===== src/rtl/sysx_slave_port_if.sv =====
`default_nettype none
// ============================================================================
//  Module   : sysx_slave_port_if
//  Purpose  : sysX bus signal bundle between a bus master and a slave port.
//  Signals  : iBusClock     - bus clock, asynchronous to the slave, idles high
//             iBusSelect    - 2-bit chip select
//             iBusMOSI      - master-to-slave byte lane
//             oBusMISO      - slave-to-master byte lane
//             oBusInterrupt - interrupt request from slave to master
//  Revision : 1.0  initial release
// ============================================================================
interface sysx_slave_port_if;
    logic       iBusClock;
    logic [1:0] iBusSelect;
    logic [7:0] iBusMOSI;
    logic [7:0] oBusMISO;
    logic       oBusInterrupt;

    modport master (
        output iBusClock,
        output iBusSelect,
        output iBusMOSI,
        input  oBusMISO,
        input  oBusInterrupt
    );

    modport slave (
        input  iBusClock,
        input  iBusSelect,
        input  iBusMOSI,
        output oBusMISO,
        output oBusInterrupt
    );
endinterface
`default_nettype wire


===== src/rtl/sysx_slave_port.sv =====
`default_nettype none
// ============================================================================
//  Module   : sysx_slave_port
//  Purpose  : sysX bus slave. Oversamples the bus clock with iClock, counts
//             six falling edges per bus word (Load, LoLo, Lo, Hi, HiHi,
//             Store), assembles a 32-bit RX word LSB first into a FIFO and
//             serialises a 32-bit TX word back out on MISO.
//  Ports    : iClock/iReset  - system clock, synchronous active-high reset
//             bus            - sysX bus signals (slave modport)
//             oRxData/oRxValid/iRxReady - RX FIFO head and pop handshake
//             iTxData/iTxValid/oTxReady - TX holding register load handshake
//             iIntRequest    - local interrupt source, ORed into bus interrupt
//             oOverflow/iOverflowClear  - sticky RX overflow flag and clear
//  Revision : 1.0  initial release
// ============================================================================
module sysx_slave_port #(
    parameter logic [1:0] ADDRESS      = 2'h0,
    parameter int         FIFO_DEPTH   = 4,
    parameter int         IDLE_TIMEOUT = 64
) (
    input  wire logic        iClock,
    input  wire logic        iReset,
    sysx_slave_port_if.slave bus,
    output logic [31:0]      oRxData,
    output logic             oRxValid,
    input  wire logic        iRxReady,
    input  wire logic [31:0] iTxData,
    input  wire logic        iTxValid,
    output logic             oTxReady,
    input  wire logic        iIntRequest,
    output logic             oOverflow,
    input  wire logic        iOverflowClear
);
    localparam int AW     = $clog2(FIFO_DEPTH);
    localparam int IDLE_W = $clog2(IDLE_TIMEOUT + 1);
    localparam logic [IDLE_W-1:0] IDLE_MAX = IDLE_W'(IDLE_TIMEOUT - 1);
    localparam logic [IDLE_W-1:0] IDLE_ONE = IDLE_W'(1);
    localparam logic [AW:0]       PTR_ONE  = (AW+1)'(1);

    typedef enum logic [2:0] {
        PH_LOAD  = 3'd0,
        PH_LOLO  = 3'd1,
        PH_LO    = 3'd2,
        PH_HI    = 3'd3,
        PH_HIHI  = 3'd4,
        PH_STORE = 3'd5
    } phase_e;

    // State registers
    logic [1:0]        sync_q;
    logic              hist_q;
    phase_e            phase_q,     phase_d;
    logic [31:0]       word_q,      word_d;
    logic [31:0]       shadow_q,    shadow_d;
    logic [31:0]       hold_q,      hold_d;
    logic              hold_full_q, hold_full_d;
    logic [IDLE_W-1:0] idle_q,      idle_d;
    logic [7:0]        miso_q,      miso_d;
    logic [AW:0]       wr_ptr_q,    wr_ptr_d;
    logic [AW:0]       rd_ptr_q,    rd_ptr_d;
    logic              ovf_q,       ovf_d;
    logic              irq_q,       irq_d;
    logic [31:0]       mem_q [FIFO_DEPTH];

    // Combinational helpers
    logic selected, fall, timeout, push_req, push_ok, pop, empty, full;

    always_comb begin
        phase_d     = phase_q;
        word_d      = word_q;
        shadow_d    = shadow_q;
        hold_d      = hold_q;
        hold_full_d = hold_full_q;
        idle_d      = idle_q;
        push_req    = 1'b0;

        selected = (bus.iBusSelect == ADDRESS);
        fall     = hist_q & ~sync_q[1];
        // Timeout fires on the IDLE_TIMEOUT-th consecutive high cycle.
        timeout  = sync_q[1] && (idle_q == IDLE_MAX);

        if (!sync_q[1]) begin
            idle_d = '0;
        end else if (idle_q != IDLE_MAX) begin
            idle_d = idle_q + IDLE_ONE;
        end

        // Holding register only accepts when empty, so the shadow load below
        // (which only fires when it is full) can never collide with a write.
        if (iTxValid && !hold_full_q) begin
            hold_d      = iTxData;
            hold_full_d = 1'b1;
        end

        if (!selected || timeout) begin
            phase_d = PH_LOAD;
        end else if (fall) begin
            case (phase_q)
                PH_LOAD: begin
                    if (hold_full_q) begin
                        shadow_d    = hold_q;
                        hold_full_d = 1'b0;
                    end else begin
                        shadow_d = 32'hFFFF_FFFF;
                    end
                    phase_d = PH_LOLO;
                end
                PH_LOLO: begin word_d[7:0]   = bus.iBusMOSI; phase_d = PH_LO;    end
                PH_LO:   begin word_d[15:8]  = bus.iBusMOSI; phase_d = PH_HI;    end
                PH_HI:   begin word_d[23:16] = bus.iBusMOSI; phase_d = PH_HIHI;  end
                PH_HIHI: begin word_d[31:24] = bus.iBusMOSI; phase_d = PH_STORE; end
                PH_STORE: begin
                    push_req = 1'b1;
                    phase_d  = PH_LOAD;
                end
                default: phase_d = PH_LOAD;
            endcase
        end

        case (phase_q)
            PH_LOLO: miso_d = shadow_q[7:0];
            PH_LO:   miso_d = shadow_q[15:8];
            PH_HI:   miso_d = shadow_q[23:16];
            PH_HIHI: miso_d = shadow_q[31:24];
            default: miso_d = 8'hFF;
        endcase

        // RX FIFO: a push into a full FIFO still succeeds when the head is
        // popped in the same cycle.
        empty   = (wr_ptr_q == rd_ptr_q);
        full    = (wr_ptr_q[AW] != rd_ptr_q[AW]) &&
                  (wr_ptr_q[AW-1:0] == rd_ptr_q[AW-1:0]);
        pop     = !empty && iRxReady;
        push_ok = push_req && (!full || pop);

        wr_ptr_d = push_ok ? wr_ptr_q + PTR_ONE : wr_ptr_q;
        rd_ptr_d = pop     ? rd_ptr_q + PTR_ONE : rd_ptr_q;

        // A same-cycle overflow beats the clear.
        if (push_req && full && !pop) begin
            ovf_d = 1'b1;
        end else if (iOverflowClear) begin
            ovf_d = 1'b0;
        end else begin
            ovf_d = ovf_q;
        end

        irq_d = !empty || iIntRequest;
    end

    always_ff @(posedge iClock) begin
        if (iReset) begin
            // Synchronizer resets high so no false falling edge follows reset.
            sync_q      <= 2'b11;
            hist_q      <= 1'b1;
            phase_q     <= PH_LOAD;
            word_q      <= '0;
            shadow_q    <= 32'hFFFF_FFFF;
            hold_q      <= '0;
            hold_full_q <= 1'b0;
            idle_q      <= '0;
            miso_q      <= 8'hFF;
            wr_ptr_q    <= '0;
            rd_ptr_q    <= '0;
            ovf_q       <= 1'b0;
            irq_q       <= 1'b0;
        end else begin
            sync_q      <= {sync_q[0], bus.iBusClock};
            hist_q      <= sync_q[1];
            phase_q     <= phase_d;
            word_q      <= word_d;
            shadow_q    <= shadow_d;
            hold_q      <= hold_d;
            hold_full_q <= hold_full_d;
            idle_q      <= idle_d;
            miso_q      <= miso_d;
            wr_ptr_q    <= wr_ptr_d;
            rd_ptr_q    <= rd_ptr_d;
            ovf_q       <= ovf_d;
            irq_q       <= irq_d;
        end
    end

    // Storage needs no reset; validity is tracked by the pointers.
    always_ff @(posedge iClock) begin
        if (!iReset && push_ok) begin
            mem_q[wr_ptr_q[AW-1:0]] <= word_q;
        end
    end

    assign oRxData           = mem_q[rd_ptr_q[AW-1:0]];
    assign oRxValid          = !empty;
    assign oTxReady          = !hold_full_q;
    assign oOverflow         = ovf_q;
    assign bus.oBusMISO      = miso_q;
    assign bus.oBusInterrupt = irq_q;
endmodule
`default_nettype wire


===== src/flat_wrapper.sv =====
// flat-port wrapper written by rule: the top's interface ports become plain ports
module sysx_slave_port_flat 
#(
    parameter logic [1:0] ADDRESS      = 2'h0,
    parameter int         FIFO_DEPTH   = 4,
    parameter int         IDLE_TIMEOUT = 64
)
  (iClock, iReset, oRxData, oRxValid, iRxReady, iTxData, iTxValid, oTxReady, iIntRequest, oOverflow, iOverflowClear, bus_iBusClock, bus_iBusSelect, bus_iBusMOSI, bus_oBusMISO, bus_oBusInterrupt);
  sysx_slave_port_if bus_i ();
  input  wire logic iClock;
  input  wire logic iReset;
  output logic [31:0] oRxData;
  output logic oRxValid;
  input  wire logic iRxReady;
  input  wire logic [31:0] iTxData;
  input  wire logic iTxValid;
  output logic oTxReady;
  input  wire logic iIntRequest;
  output logic oOverflow;
  input  wire logic iOverflowClear;
  input wire logic [$bits(bus_i.iBusClock)-1:0] bus_iBusClock;
  input wire logic [$bits(bus_i.iBusSelect)-1:0] bus_iBusSelect;
  input wire logic [$bits(bus_i.iBusMOSI)-1:0] bus_iBusMOSI;
  output wire logic [$bits(bus_i.oBusMISO)-1:0] bus_oBusMISO;
  output wire logic [$bits(bus_i.oBusInterrupt)-1:0] bus_oBusInterrupt;
  assign bus_i.iBusClock = bus_iBusClock;
  assign bus_i.iBusSelect = bus_iBusSelect;
  assign bus_i.iBusMOSI = bus_iBusMOSI;
  assign bus_oBusMISO = bus_i.oBusMISO;
  assign bus_oBusInterrupt = bus_i.oBusInterrupt;
  sysx_slave_port #(.ADDRESS(ADDRESS), .FIFO_DEPTH(FIFO_DEPTH), .IDLE_TIMEOUT(IDLE_TIMEOUT)) u_core (.iClock(iClock), .iReset(iReset), .bus(bus_i), .oRxData(oRxData), .oRxValid(oRxValid), .iRxReady(iRxReady), .iTxData(iTxData), .iTxValid(iTxValid), .oTxReady(oTxReady), .iIntRequest(iIntRequest), .oOverflow(oOverflow), .iOverflowClear(iOverflowClear));
endmodule

===== config.mk =====
export PLATFORM = sky130hd
export DESIGN_NAME = sysx_slave_port_flat
export DESIGN_NICKNAME = d
export VERILOG_FILES = /design/src/rtl/sysx_slave_port_if.sv /design/src/rtl/sysx_slave_port.sv /design/src/flat_wrapper.sv
export SDC_FILE = /design/constraint.sdc
export NUM_CORES = 1
export LEC_CHECK = 0
export CAP_MARGIN = 30
export CORE_MARGIN = 2
export CORE_UTILIZATION = 51
export DETAILED_ROUTE_END_ITERATION = 12
export PLACE_DENSITY = 0.75
export SYNTH_ARGS = -nofsm -noshare
export SYNTH_HDL_FRONTEND = slang
export SYNTH_SLANG_ARGS = --single-unit

===== constraint.sdc =====
create_clock -name iClock -period 4.35 [get_ports iClock]
set_input_delay 0.6525 -clock iClock [delete_from_list [all_inputs] [get_ports iClock]]
set_output_delay 0.6525 -clock iClock [all_outputs]
set_load 0.01 [all_outputs]

==> flow_summary.yaml <==
worst_setup_path:
  path_buf_inv: 2
  path_class: "register to primary output"
  cp_max_fo: 24
  reg2reg_from: "u_core.phase_q[0]$_SDFFE_PP0P_"
  cp_slowest_cell: "dfxtp_2"
  crit_chain: "buf_4 -> mux4_2 -> clkdlybuf4s50_1"
  critPathTopFamily: "flip-flops"
  worstSetupStartpointType: "register"
  worst_path_largest_cell_delay_ns: 0.91
  cp.arrival_ns: 2.75
  cp.required_ns: 3.70
  end_kind: "primary output"
clock_network:
  clk_latency_ns: 0.50
  cts_buffers: 25
  cts-resized-gates: 0
  cts-root-buf: "clkbuf_16"
  cts.htree.levels: 1
  clkTransAtPathRegs_ns: 0.06
  cts_hold_buf: 0
  clk_path_buf_depth: 3
  numClockSinks: 256
  cts_setup_buffers: 0
  cts_tree: "done"
placed_design:
  hpwlAfterDp_um: 12300
  gp_congestion: 0.835
  portBuffers: 92
sta:
  setup_violations: 0
  skew_ns: 0.0120
  slew_headroom: 0.374
  fmax_mhz: 294
  worst_pin_slew_ns: 0.933
  hold_viol: 0
  period_share: 0.781
  drv_slew: 0
  fin_setup_tns_ns: 0
  finalCriticalPeriod_ns: 3.40
  rsz0062_at_grt: "no"
pwr:
  total_power_w: 0.00478
  total_leakage_power_nw: 4.06
  vdd_drop_max_uv: 262
  power_density_nw_per_um2: 415
floorplan:
  fp.dieW_um: 141
  initial_core_util: 0.516
  pin_count: 93
  fp.coreArea_um2: 18500
  design.die.area_um2: 19800
  rows: 50
  die_y_um: 141
run_status:
  status: "complete, no violations"
detailed_routing:
  routed_wl_um: 19200
  drt_first_pass_iters: 4
  drcViolationCount: 0
  num_vias: 5820
  wl_per_cell_um: 18.1
  ant_nets: 0
  avgViaCountPerCell: 5.49
  drt-initial-drc-count: 393
logic_synthesis:
  synth.ff_latch_count: 256
  synth_area_per_cell_um2: 13.2
  netlist_area_um2: 9550
  synth_edf_count: 128
  synth_flop_cell: "edfxtp_1"
  synthesis.instances: 723
  ys_seq_area_frac: 0.671
  synthesis.nets: 778
  ys_async_sr_fraction: 0
  ys_types: 47
  yosysWarnings: 0
layout:
  fin_nets: 865
  synthToLayoutAreaGrowth_pct: 20.5
  n_antenna_cell: 0
  drive_above_1_share: 0.127
global_route:
  grt_overflow: 0
  grt_pass1_vias: 6009
  grt_max_degree: 77
  grt_first_pass_wirelength_um: 30600
  grt_util_all_layers: 0.193
  antenna_found_initial: 0
hold_path:
  holdCritStartpoint: "u_core.sync_q[0]$_SDFF_PP1_"
  holdCritPathClass: "register to register"
run:
  drv_cap: 0
==> flip-flops by register name, indices dropped and copies added (netlist names), 2 cells and up, named ones only <==
register and count:
u_core.hold_q 32, u_core.idle_q 7, u_core.word_q 32, u_core.rd_ptr_q 3, u_core.sync_q 2, u_core.wr_ptr_q 3, u_core.phase_q 3, u_core.shadow_q 32
u_core.bus.oBusMISO 8, u_core.mem_q 128
==> synthesized netlist by cell type (all sizes together), types with 3 or more instances <==
library cell | count | share of area
dfxtp | 128 | 0.27
edfxtp | 128 | 0.40
nor2 | 80 | 0.031
nand2 | 70 | 0.028
a21oi | 49 | 0.026
o21ai | 42 | 0.022
mux2i | 36 | 0.038
mux4 | 32 | 0.075
nor3 | 32 | 0.017
clkbuf | 26 | 0.010
buf | 19 | 0.010
mux2 | 9 | 0.011
a22oi | 8 | 0.0063
and3 | 6 | 0.0039
ha | 6 | 0.0079
inv | 6 | 0.0024
nand3 | 6 | 0.0042
xor2 | 6 | 0.0071
nor2b | 5 | 0.0033
xnor2 | 4 | 0.0037
nand4 | 3 | 0.0020
==> metrics by stage <==
step | worst slack [ns] | util | std cells | hold WS [ns] | area, µm²
finish | 0.951 | 0.621 | 1061 | 0.414 | 11500
global route | 0.789 | 0.621 | 1061 | 0.447 | 11500
CTS | 0.872 | 0.621 | 1061 | 0.414 | 11500
floorplan | 1.02 | - | 723 | 0.389 | 9550
detailed placement | 1.29 | 0.578 | 1017 | 0.395 | 10700
global placement | 1.40 | 0.575 | 1014 | 0.395 | 10700
==> kinds of logic after synthesis <==
kind of cell,synth area share
AND/OR/NAND/NOR,0.102
AO/OA/AOI/OAI,0.0607
adder cells (fa/ha/maj),0.00786
XOR/XNOR,0.0107
multiplexers,0.124
flip-flops,0.671
buffers and inverters,0.0233
==> per-layer routing <==
layer | routed length (µm) | part of all wire | vias to the layer above | global-route usage
li1 | - | - | 2793 | -
met1 | 7840 | 0.41 | 2819 | 0.242
met2 | 9890 | 0.51 | 180 | 0.354
met3 | 1170 | 0.061 | 28 | 0.0306
met4 | 323 | 0.017 | 0 | 0.0447
met5 | 0 | 0 | - | 0
==> path summary, 6_finish.rpt <==
path / endpoint / slack [ns] / cells past startpoint
max: oRxData[21] / 0.95 / 3
min: u_core.sync_q[1]$_SDFF_PP1_ / 0.41 / 1
max reg2reg: u_core.word_q[18]$_SDFFE_PP0P_ / 1.64 / 4
min reg2reg: u_core.sync_q[1]$_SDFF_PP1_ / 0.41 / 1
==> cells in the final DEF (no fill, tap or decap), types with 9 or more instances in the layout <==
cell type,count
nor2_1,80
clkdlybuf4s50_1,91
edfxtp_1,128
nand2_1,70
a21oi_1,49
clkbuf_16,26
o21ai_1,9
mux4_2,32
o21ai_0,33
dfxtp_1,127
buf_4,10
mux2i_1,36
nor3_1,32
==> layout make-up <==
cell class | count | area (µm²)
clock buffers | 41 | 766
clock inverters | 3 | 40.0
fillers | 1407 | 7010
inverters | 7 | 26.3
multi-input cells | 415 | 2940
flip-flops and latches | 256 | 6410
well taps | 234 | 293
repair buffers | 105 | 1040
==> power breakdown <==
| group | switching (W) | internal, W |
|---|---|---|
| Clock | 0.000823 | 0.00125 |
| Sequential | 0.0000163 | 0.00253 |
| Combinational | 0.0000795 | 0.0000686 |
| Total | 0.000918 | 0.00386 |
Note: power is estimated with default switching activity, not from simulation.
